==> config.mk <==
export PLATFORM = sky130hd
export DESIGN_NAME = glitch_cmd_encoder
export DESIGN_NICKNAME = d
export VERILOG_FILES = /design/src/rtl/glitch_cmd_encoder.sv
export SDC_FILE = /design/constraint.sdc
export NUM_CORES = 1
export LEC_CHECK = 0
export ABC_AREA = 1
export CORE_ASPECT_RATIO = 1.4
export CORE_MARGIN = 1
export CORE_UTILIZATION = 25
export DETAILED_ROUTE_END_ITERATION = 10
export DONT_BUFFER_PORTS = 1
export PLACE_DENSITY_LB_ADDON = 0.15
export SLEW_MARGIN = 10
export SYNTH_ARGS = -nofsm -noshare
export SYNTH_HDL_FRONTEND = slang
export SYNTH_SLANG_ARGS = --single-unit
==> constraint.sdc <==
create_clock -name clk -period 2.2 [get_ports clk]
set_input_delay 0.44 -clock clk [delete_from_list [all_inputs] [get_ports clk]]
set_output_delay 0.44 -clock clk [all_outputs]
set_load 0.02 [all_outputs]
==> src/rtl/glitch_cmd_encoder.sv <==
// Serializes one glitcher command (opcode, 32-bit value, passthrough payload) into the byte
// stream the FPGA-side command parser expects, feeding a uart_tx-style byte sink.
module glitch_cmd_encoder #(
  parameter int unsigned GAP_CYCLES  = 16,
  parameter int unsigned PAY_TIMEOUT = 0,
  parameter logic [7:0]  PAD_BYTE    = 8'h00
) (
  input  logic        clk,
  input  logic        rst,
  input  logic        cmd_valid,
  output logic        cmd_ready,
  input  logic [2:0]  cmd_op,
  input  logic [31:0] cmd_value,
  input  logic [7:0]  cmd_len,
  input  logic [7:0]  pay_data,
  input  logic        pay_valid,
  output logic        pay_ready,
  output logic [7:0]  tx_data,
  output logic        tx_valid,
  input  logic        tx_ready,
  output logic        cmd_done,
  output logic        cmd_err,
  output logic        padded
);

  typedef enum logic [2:0] {StIdle, StOpcode, StLen, StPayload, StValue, StGap} state_e;

  state_e      state_q;
  logic [2:0]  op_q;
  logic [31:0] value_q;
  logic [7:0]  len_q;
  logic [7:0]  rem_q;
  logic [1:0]  idx_q;
  logic [31:0] gap_cnt_q;
  logic [31:0] to_cnt_q;
  logic        pad_q;
  logic        cmd_ready_q;
  logic        cmd_done_q;
  logic        cmd_err_q;
  logic        padded_q;

  logic        xfer;
  logic        frame_end;
  logic        req_bad;

  assign cmd_ready = cmd_ready_q;
  assign cmd_done  = cmd_done_q;
  assign cmd_err   = cmd_err_q;
  assign padded    = padded_q;

  // Byte outputs decode from held registers, so they stay put while the sink stalls.
  always_comb begin
    tx_data   = 8'h00;
    tx_valid  = 1'b0;
    pay_ready = 1'b0;
    case (state_q)
      StOpcode: begin
        tx_data  = {5'b00000, op_q};
        tx_valid = 1'b1;
      end
      StLen: begin
        tx_data  = len_q;
        tx_valid = 1'b1;
      end
      StPayload: begin
        if (pad_q) begin
          tx_data  = PAD_BYTE;
          tx_valid = 1'b1;
        end else begin
          tx_data   = pay_data;
          tx_valid  = pay_valid;
          pay_ready = pay_valid & tx_ready;
        end
      end
      StValue: begin
        tx_data  = value_q[{idx_q, 3'b000} +: 8];
        tx_valid = 1'b1;
      end
      default: ;
    endcase
  end

  assign xfer = tx_valid & tx_ready;

  always_comb begin
    frame_end = 1'b0;
    if (xfer) begin
      case (state_q)
        StOpcode:  frame_end = (op_q == 3'd1) || (op_q == 3'd4);
        StPayload: frame_end = (rem_q == 8'd1);
        StValue:   frame_end = (idx_q == 2'd3);
        default:   frame_end = 1'b0;
      endcase
    end
  end

  // A zero-length passthrough would make the parser swallow 256 bytes, so it is refused.
  assign req_bad = (cmd_op > 3'd4) || ((cmd_op == 3'd0) && (cmd_len == 8'd0));

  always_ff @(posedge clk or negedge rst) begin
    if (!rst) begin
      state_q     <= StIdle;
      op_q        <= 3'd0;
      value_q     <= 32'd0;
      len_q       <= 8'd0;
      rem_q       <= 8'd0;
      idx_q       <= 2'd0;
      gap_cnt_q   <= 32'd0;
      to_cnt_q    <= 32'd0;
      pad_q       <= 1'b0;
      cmd_ready_q <= 1'b0;
      cmd_done_q  <= 1'b0;
      cmd_err_q   <= 1'b0;
      padded_q    <= 1'b0;
    end else begin
      cmd_done_q <= 1'b0;
      cmd_err_q  <= 1'b0;
      padded_q   <= 1'b0;
      case (state_q)
        StIdle: begin
          if (cmd_ready_q && cmd_valid) begin
            cmd_ready_q <= 1'b0;
            op_q        <= cmd_op;
            value_q     <= cmd_value;
            len_q       <= cmd_len;
            pad_q       <= 1'b0;
            if (req_bad) begin
              cmd_err_q <= 1'b1;
            end else begin
              state_q <= StOpcode;
            end
          end else begin
            cmd_ready_q <= 1'b1;
          end
        end
        StOpcode: begin
          if (xfer) begin
            if (op_q == 3'd0) begin
              state_q <= StLen;
            end else if ((op_q == 3'd2) || (op_q == 3'd3)) begin
              state_q <= StValue;
              idx_q   <= 2'd0;
            end
          end
        end
        StLen: begin
          if (xfer) begin
            state_q  <= StPayload;
            rem_q    <= len_q;
            to_cnt_q <= 32'd0;
          end
        end
        StPayload: begin
          if (xfer) begin
            rem_q <= rem_q - 8'd1;
          end
          if ((PAY_TIMEOUT != 0) && !pad_q) begin
            if (pay_valid) begin
              to_cnt_q <= 32'd0;
            end else if (to_cnt_q == PAY_TIMEOUT - 1) begin
              pad_q <= 1'b1;
            end else begin
              to_cnt_q <= to_cnt_q + 32'd1;
            end
          end
        end
        StValue: begin
          if (xfer) begin
            idx_q <= idx_q + 2'd1;
          end
        end
        StGap: begin
          if (gap_cnt_q == GAP_CYCLES - 1) begin
            cmd_done_q <= 1'b1;
            padded_q   <= pad_q;
            state_q    <= StIdle;
          end else begin
            gap_cnt_q <= gap_cnt_q + 32'd1;
          end
        end
        default: state_q <= StIdle;
      endcase
      // Last byte of any frame type overrides the per-state transition above.
      if (frame_end) begin
        gap_cnt_q <= 32'd0;
        if (GAP_CYCLES == 0) begin
          cmd_done_q <= 1'b1;
          padded_q   <= pad_q;
          state_q    <= StIdle;
        end else begin
          state_q <= StGap;
        end
      end
    end
  end

endmodule
## Word level (Yosys, flattened, before mapping)

Index checks and enable logic that the tools add are counted.

| operators by class | value |
|---|---|
| add/sub/neg operators | 3 |
| $lt $le $gt $ge | 1 |
| eq/ne operators | 26 |
| shifts and indexed selects | 1 |
| mux-type cells | 31 |
| bitwise logic cells | 2 |
| reduce and logical (&&, ||, !) cells | 19 |

Operator list:

| operator | number |
|---|---|
| $mux W32 | 3 |
| $add A32 B1 Y32 const B | 1 |
| $eq A32 B4 Y1 const B | 1 |
| $pmux W8 S4 | 1 |
| $shiftx A32 B6 Y8 | 1 |
| $mux W3 | 8 |
| $mux W8 | 2 |
| $pmux W8 S2 | 1 |
| $ne A3 B3 Y1 const B | 5 |
| $pmux W3 S5 | 1 |
| $ne A2 B2 Y1 const B | 7 |
| $eq A3 B2 Y1 const B | 4 |
| $eq A3 B3 Y1 const B | 3 |
| $logic_not A3 Y1 | 3 |
| $eq A8 B1 Y1 const B | 1 |
| $logic_not A8 Y1 | 1 |
| $mux W1 | 8 |
| $mux W2 | 4 |
| $sub A8 B1 Y8 const B | 1 |
| $reduce_and A7 Y1 | 1 |
| $eq A3 B1 Y1 const B | 2 |
| $reduce_bool A2 Y1 | 3 |
| $reduce_and A5 Y1 | 1 |
| $ne A4 B4 Y1 const B | 1 |
| 14 further kinds | 19 |

| storage, ports and cells | value |
|---|---|
| flip-flop bits (word level) | 91 |
| bits of input ports | 56 |
| output and inout bits | 14 |
| word-level logic and storage cells | 93 |

## Depth between registers and ports, before layout

| depth | value |
|---|---|
| word-level depth | 7 |
| mapped depth | 13 |
| depth with buffers taken out | 12 |

## Worst setup path after synthesis

OpenSTA, ideal clock, no wires.

| timing path | value |
|---|---|
| path kind | register to output |
| from | register state_q[0] |
| to | output tx_data[4] |
| arrival | 1486 ps |
| required time | 1760 ps |
| path slack | 274 ps |
| cell stages (with the launch flop) | 7 |
| buffers on the path | 2 |
| cell sequence | dfrtp_1 > inv_2 > nor3_2 > buf_2 > buf_1 > a22oi_1 > o21ai_0 |

| between the ends | value |
|---|---|
| word-level cells in the longest chain between the ends | 2 |
| elaborated cells between the ends (all ways) | 5 |
| those cells by class | eq/ne: 4; mux: 1 |

RTL lines:

| item | RTL line | RTL |
|---|---|---|
| start: declaration | 28 | `state_e state_q;` |
| start signal: assignment | 102 | `state_q <= StIdle;` |
| start signal: assignment | 130 | `state_q <= StOpcode;` |
| start signal: assignment | 139 | `state_q <= StLen;` |
| $eq A3 B3 Y1, or another cell as far along | 56 | `case (state_q)` |
| $pmux W8 S4 * | 56 |  |
| end: declaration | 18 | `output logic [7:0] tx_data,` |

Every way passes the cells marked *; elsewhere a longest branch is shown, timed or not.

## Worst setup path in the final report

| timing path | value |
|---|---|
| from | register state_q[0] |
| to | output pay_ready |

| between the ends | value |
|---|---|
| word-level cells in the longest chain between the ends | 2 |

RTL lines:

| item | RTL line | RTL |
|---|---|---|
| $eq A3 B2 Y1 | 56 |  |
| $mux W1 | 56 |  |
| end: declaration | 17 | `output logic pay_ready,` |

Every way passes these cells.

==> load_flow_metrics.sql <==
INSERT INTO impl_metrics (metric_group, metric, value, unit) VALUES
('status', 'run_status', 'complete, but fails checks', ''),
('status', 'violations_in_the_final_reports', 'hold timing', ''),
('power', 'power_per_cell_area', '1152', 'nW/um^2'),
('placement', 'post-dp-hpwl', '12.37', 'mm'),
('floorplanning', 'core_region_area', '20560', 'um^2'),
('layout', 'num_antenna_cells', '0', ''),
('power', 'power.static_leakage', '0.002870', 'uW'),
('worst_setup_path', 'cp-end-kind', 'primary output', ''),
('worst_setup_path', 'cp_data_required_time', '1.76', 'ns'),
('sta', 'setup-tns-final', '0', 'ns'),
('sta', 'relSlewSlack', '0.5885', ''),
('cts', 'clkTransAtPathRegs', '0.07', 'ns'),
('detailed_routing', 'vias', '4861', ''),
('global_routing', 'grt_antenna_before_repair', '0', ''),
('yosys', 'synth_seq_area_share', '0.4349', ''),
('sta', 'fmax', '470.2', 'MHz'),
('detailed_routing', 'drc', '0', ''),
('cts', 'tritoncts_num_sinks', '91', ''),
('yosys', 'synth_seq_cells', '91', ''),
('worst_setup_path', 'worst_setup_path_category', 'reg2out', ''),
('yosys', 'synth_ff_type', 'dfrtp_1', ''),
('layout', 'nets', '830', ''),
('cts', 'h-tree-depth', '3', ''),
('power', 'switching_share', '0.4300', ''),
('power', 'p_int', '3954', 'uW'),
('sta', 'worst_clock_skew', '0.009527', 'ns'),
('yosys', 'synth.net_count', '810', ''),
('sta', 'hold_viol', '91', ''),
('floorplanning', 'boundaryPins', '70', ''),
('detailed_routing', 'route.antenna.remaining_nets', '0', ''),
('worst_hold_path', 'hold_class', 'in2async', ''),
('power', 'switchingPower', '2982', 'uW'),
('power', 'share_clk_of_total_power', '0.222', ''),
('layout', 'drive_gt1_frac', '0.1135', ''),
('worst_setup_path', 'worst_setup_start_kind', 'flip-flop', ''),
('worst_setup_path', 'cp-endpoint', 'pay_ready', ''),
('worst_setup_path', 'setup_slack_of_the_most_critical_reg_to_reg_path', '0.26', 'ns'),
('worst_setup_path', 'timing.rr.start', 'state_q[0]', ''),
('layout', 'layout-area-overhead-vs-synth', '15.03', '%'),
('sta', 'final.min_clock_period', '2.127', 'ns'),
('yosys', 'distinct_cell_type_count_after_synthesis', '39', ''),
('yosys', 'postSynth.asyncResetShare', '1.000', ''),
('floorplanning', 'initial_utilization', '0.2547', ''),
('power', 'ir_drop', '0.5059', 'mV'),
('cts', 'cts_buffers', '9', ''),
('cts', 'tritoncts_clock_tree', 'built', ''),
('floorplanning', 'num_rows', '62', ''),
('sta', 'timing.final.crit_share', '0.9666', ''),
('cts', 'clkLatencyLatePin', '0.36', 'ns'),
('yosys', 'syn_inst', '750', ''),
('detailed_routing', 'detail_route.wl_per_cell', '16.07', 'um'),
('global_routing', 'grt_pass1_wl', '26.59', 'mm'),
('power', 'combPwrFrac', '0.405', ''),
('yosys', 'synth.avg_cell_area', '6.982', 'um^2'),
('global_routing', 'grt_overflow_total', '0', ''),
('worst_setup_path', 'startpoint', 'state_q[0]', ''),
('yosys', 'post_synth_edffs', '0', ''),
('sta', 'worst_slew_pin_slew', '0.6163', 'ns'),
('power', 'power.sequential.fraction', '0.373', ''),
('worst_setup_path', 'worst_reg2reg_path_length_in_cells', '10', ''),
('detailed_routing', 'drt-total-wl', '16.57', 'mm'),
('detailed_routing', 'drt_first_iter_violations', '217', ''),
('floorplanning', 'dieArea', '21540', 'um^2'),
('global_routing', 'grt_use_total', '0.1595', ''),
('run', 'cap_violations', '0', ''),
('detailed_routing', 'routed_via_density', '4.715', ''),
('layout', 'fill_cells', '2279', ''),
('worst_setup_path', 'timing.rr.end', 'gap_cnt_q[24]', ''),
('global_routing', 'largest_net_degree_at_the_start_of_global_routing', '92', ''),
('worst_setup_path', 'critical_path_peak_fanout', '6', ''),
('floorplanning', 'die_h', '173.2', 'um'),
('sta', 'hold_ws', '-0.2264', 'ns'),
('sta', 'report.final.slew_viol_count', '0', ''),
('sta', 'grt_setup_unrepaired', 'yes', ''),
('yosys', 'synth_area', '5236', 'um^2'),
('cts', 'cts_buffer_depth', '2', ''),
('cts', 'cell_at_the_root_of_the_clock_tree', 'clkbuf_16', ''),
('yosys', 'yosysWarnings', '0', ''),
('placement', 'final_wtd_congestion', '0.7901', ''),
('global_routing', 'grt_pass1_vias', '4899', ''),
('detailed_routing', 'drt_pre_antenna_iters', '5', ''),
('floorplanning', 'die_w', '124.3', 'um'),
('placement', 'count_of_port_buffers_added_during_placement', '0', ''),
('worst_setup_path', 'crit_arrival', '1.69', 'ns'),
('sta', 'number_of_setup_violations_in_the_final_report', '0', '');
[power groups by stage]
stage               Clock [uW]  Sequential, uW  Combinational, uW
finish                    1540            2590               2810
global route              1660            2660               3180
CTS                       1600            2580               2750
detailed placement           0            2600               2700
global placement             0            2600               2710
floorplan                    0            2490               1910
[logic make-up (layout without fill, tap and decap cells)]
kind of cell	after synthesis	in the layout	share of synthesized area
AOI/OAI and AO/OA	104	104	0.1092
xor gates and xnor gates	6	6	0.01004
adders and majority gates	4	4	0.009558
buffers and inverters	90	115	0.07145
DFF	91	91	0.4349
other	1	1	0.0007162
and+or+nand+nor	454	454	0.3642
[cells in the mapped netlist (all sizes together) (3+ instances only)]
| library cell | number | area share |
|---|---|---|
| nor3 | 16 | 0.018 |
| a21oi | 15 | 0.014 |
| o22ai | 7 | 0.0084 |
| nand4 | 20 | 0.024 |
| nor2 | 101 | 0.074 |
| xor2 | 4 | 0.0067 |
| o21ai | 68 | 0.066 |
| or2 | 4 | 0.0048 |
| dfrtp | 91 | 0.43 |
| nand3 | 47 | 0.047 |
| nand2 | 263 | 0.19 |
| ha | 4 | 0.0096 |
| a22oi | 5 | 0.0072 |
| inv | 65 | 0.047 |
| clkbuf | 10 | 0.0072 |
| buf | 15 | 0.017 |
| a21o | 3 | 0.0043 |
[worst min-delay path by stage]
stage,from,endpoint,slack [ns],cells past startpoint
floorplan,rst,cmd_done,0.14,0
global placement,rst,rem_q[0],0.15,0
detailed placement,rst,len_q[1],0.15,0
CTS,rst,value_q[21],-0.24,0
global route,rst,len_q[0],-0.25,0
finish,rst,len_q[1],-0.23,0
[final cells by class]
cell class	instances	area [um^2]	area share
clock buffer	9	225.2	0.03739
clock inverter	7	58.81	0.009763
inverter	65	246.5	0.04092
multi-input combinational	569	2623	0.4354
sequential	91	2280	0.3785
tap	256	320.3	0.05318
timing repair buffer	34	270.3	0.04487
[flip-flops by register name (all words and copies together) (netlist names), 2 cells and up]
name,cells
gap_cnt_q,32
value_q,32
rem_q,8
state_q,3
idx_q,2
len_q,8
op_q,3
[per-stage QoR]
step	utilization	total power, uW	area [um^2]	instances	worst slack (ns)
floorplan	-	4395	5236	750	0.2741
global placement	0.2736	5306	5624	1007	0.1714
detailed placement	0.2736	5306	5624	1007	0.1230
CTS	0.2891	6932	5943	1026	0.002655
global route	0.2930	7494	6023	1031	-0.01815
finish	0.2930	6937	6023	1031	0.07338
[routing by layer]
layer	share of wire	up-vias	global-route usage
met4	0.025	0	0.06727
li1	-	2462	-
met3	0.034	21	0.02932
met5	0	-	0
met1	0.40	2285	0.1777
met2	0.54	93	0.2935
[what timing repair did]
item,4_1_cts,5_1_grt
endpoints found under the setup margin,10,11
gates resized for setup,5,21
pin swaps,1,4
endpoints found under the hold margin,91,91
setup buffers,3,5
[placed cells by master (no fill, tap or decap), types with 2 or more instances in the layout]
master,count
o21ai_2,3
buf_6,2
a21oi_1,15
nand3_1,44
o22ai_1,6
nand4_1,20
nand2_2,2
inv_1,51
xnor2_1,2
inv_2,13
dfrtp_1,89
o211ai_1,2
nand3_2,3
nor2_1,99
xor2_1,4
o21ai_1,32
inv_6,3
buf_4,31
o21ai_0,33
nand2_1,259
dfrtp_2,2
ha_1,4
nand2_4,2
nor4_1,2
nor3_1,13
nor3_2,2
or2_2,4
clkbuf_16,9
a21o_1,3
a22oi_1,5
[worst max-delay path, cell delays in order, from the launching register on]
cell	delay (ns)
dfrtp_2	0.43
inv_2	0.08
nor3_4	0.25
buf_4	0.17
nand2_1	0.07
nor2_1	0.15
buf_4	0.17
(Power assumes the default switching activity.)
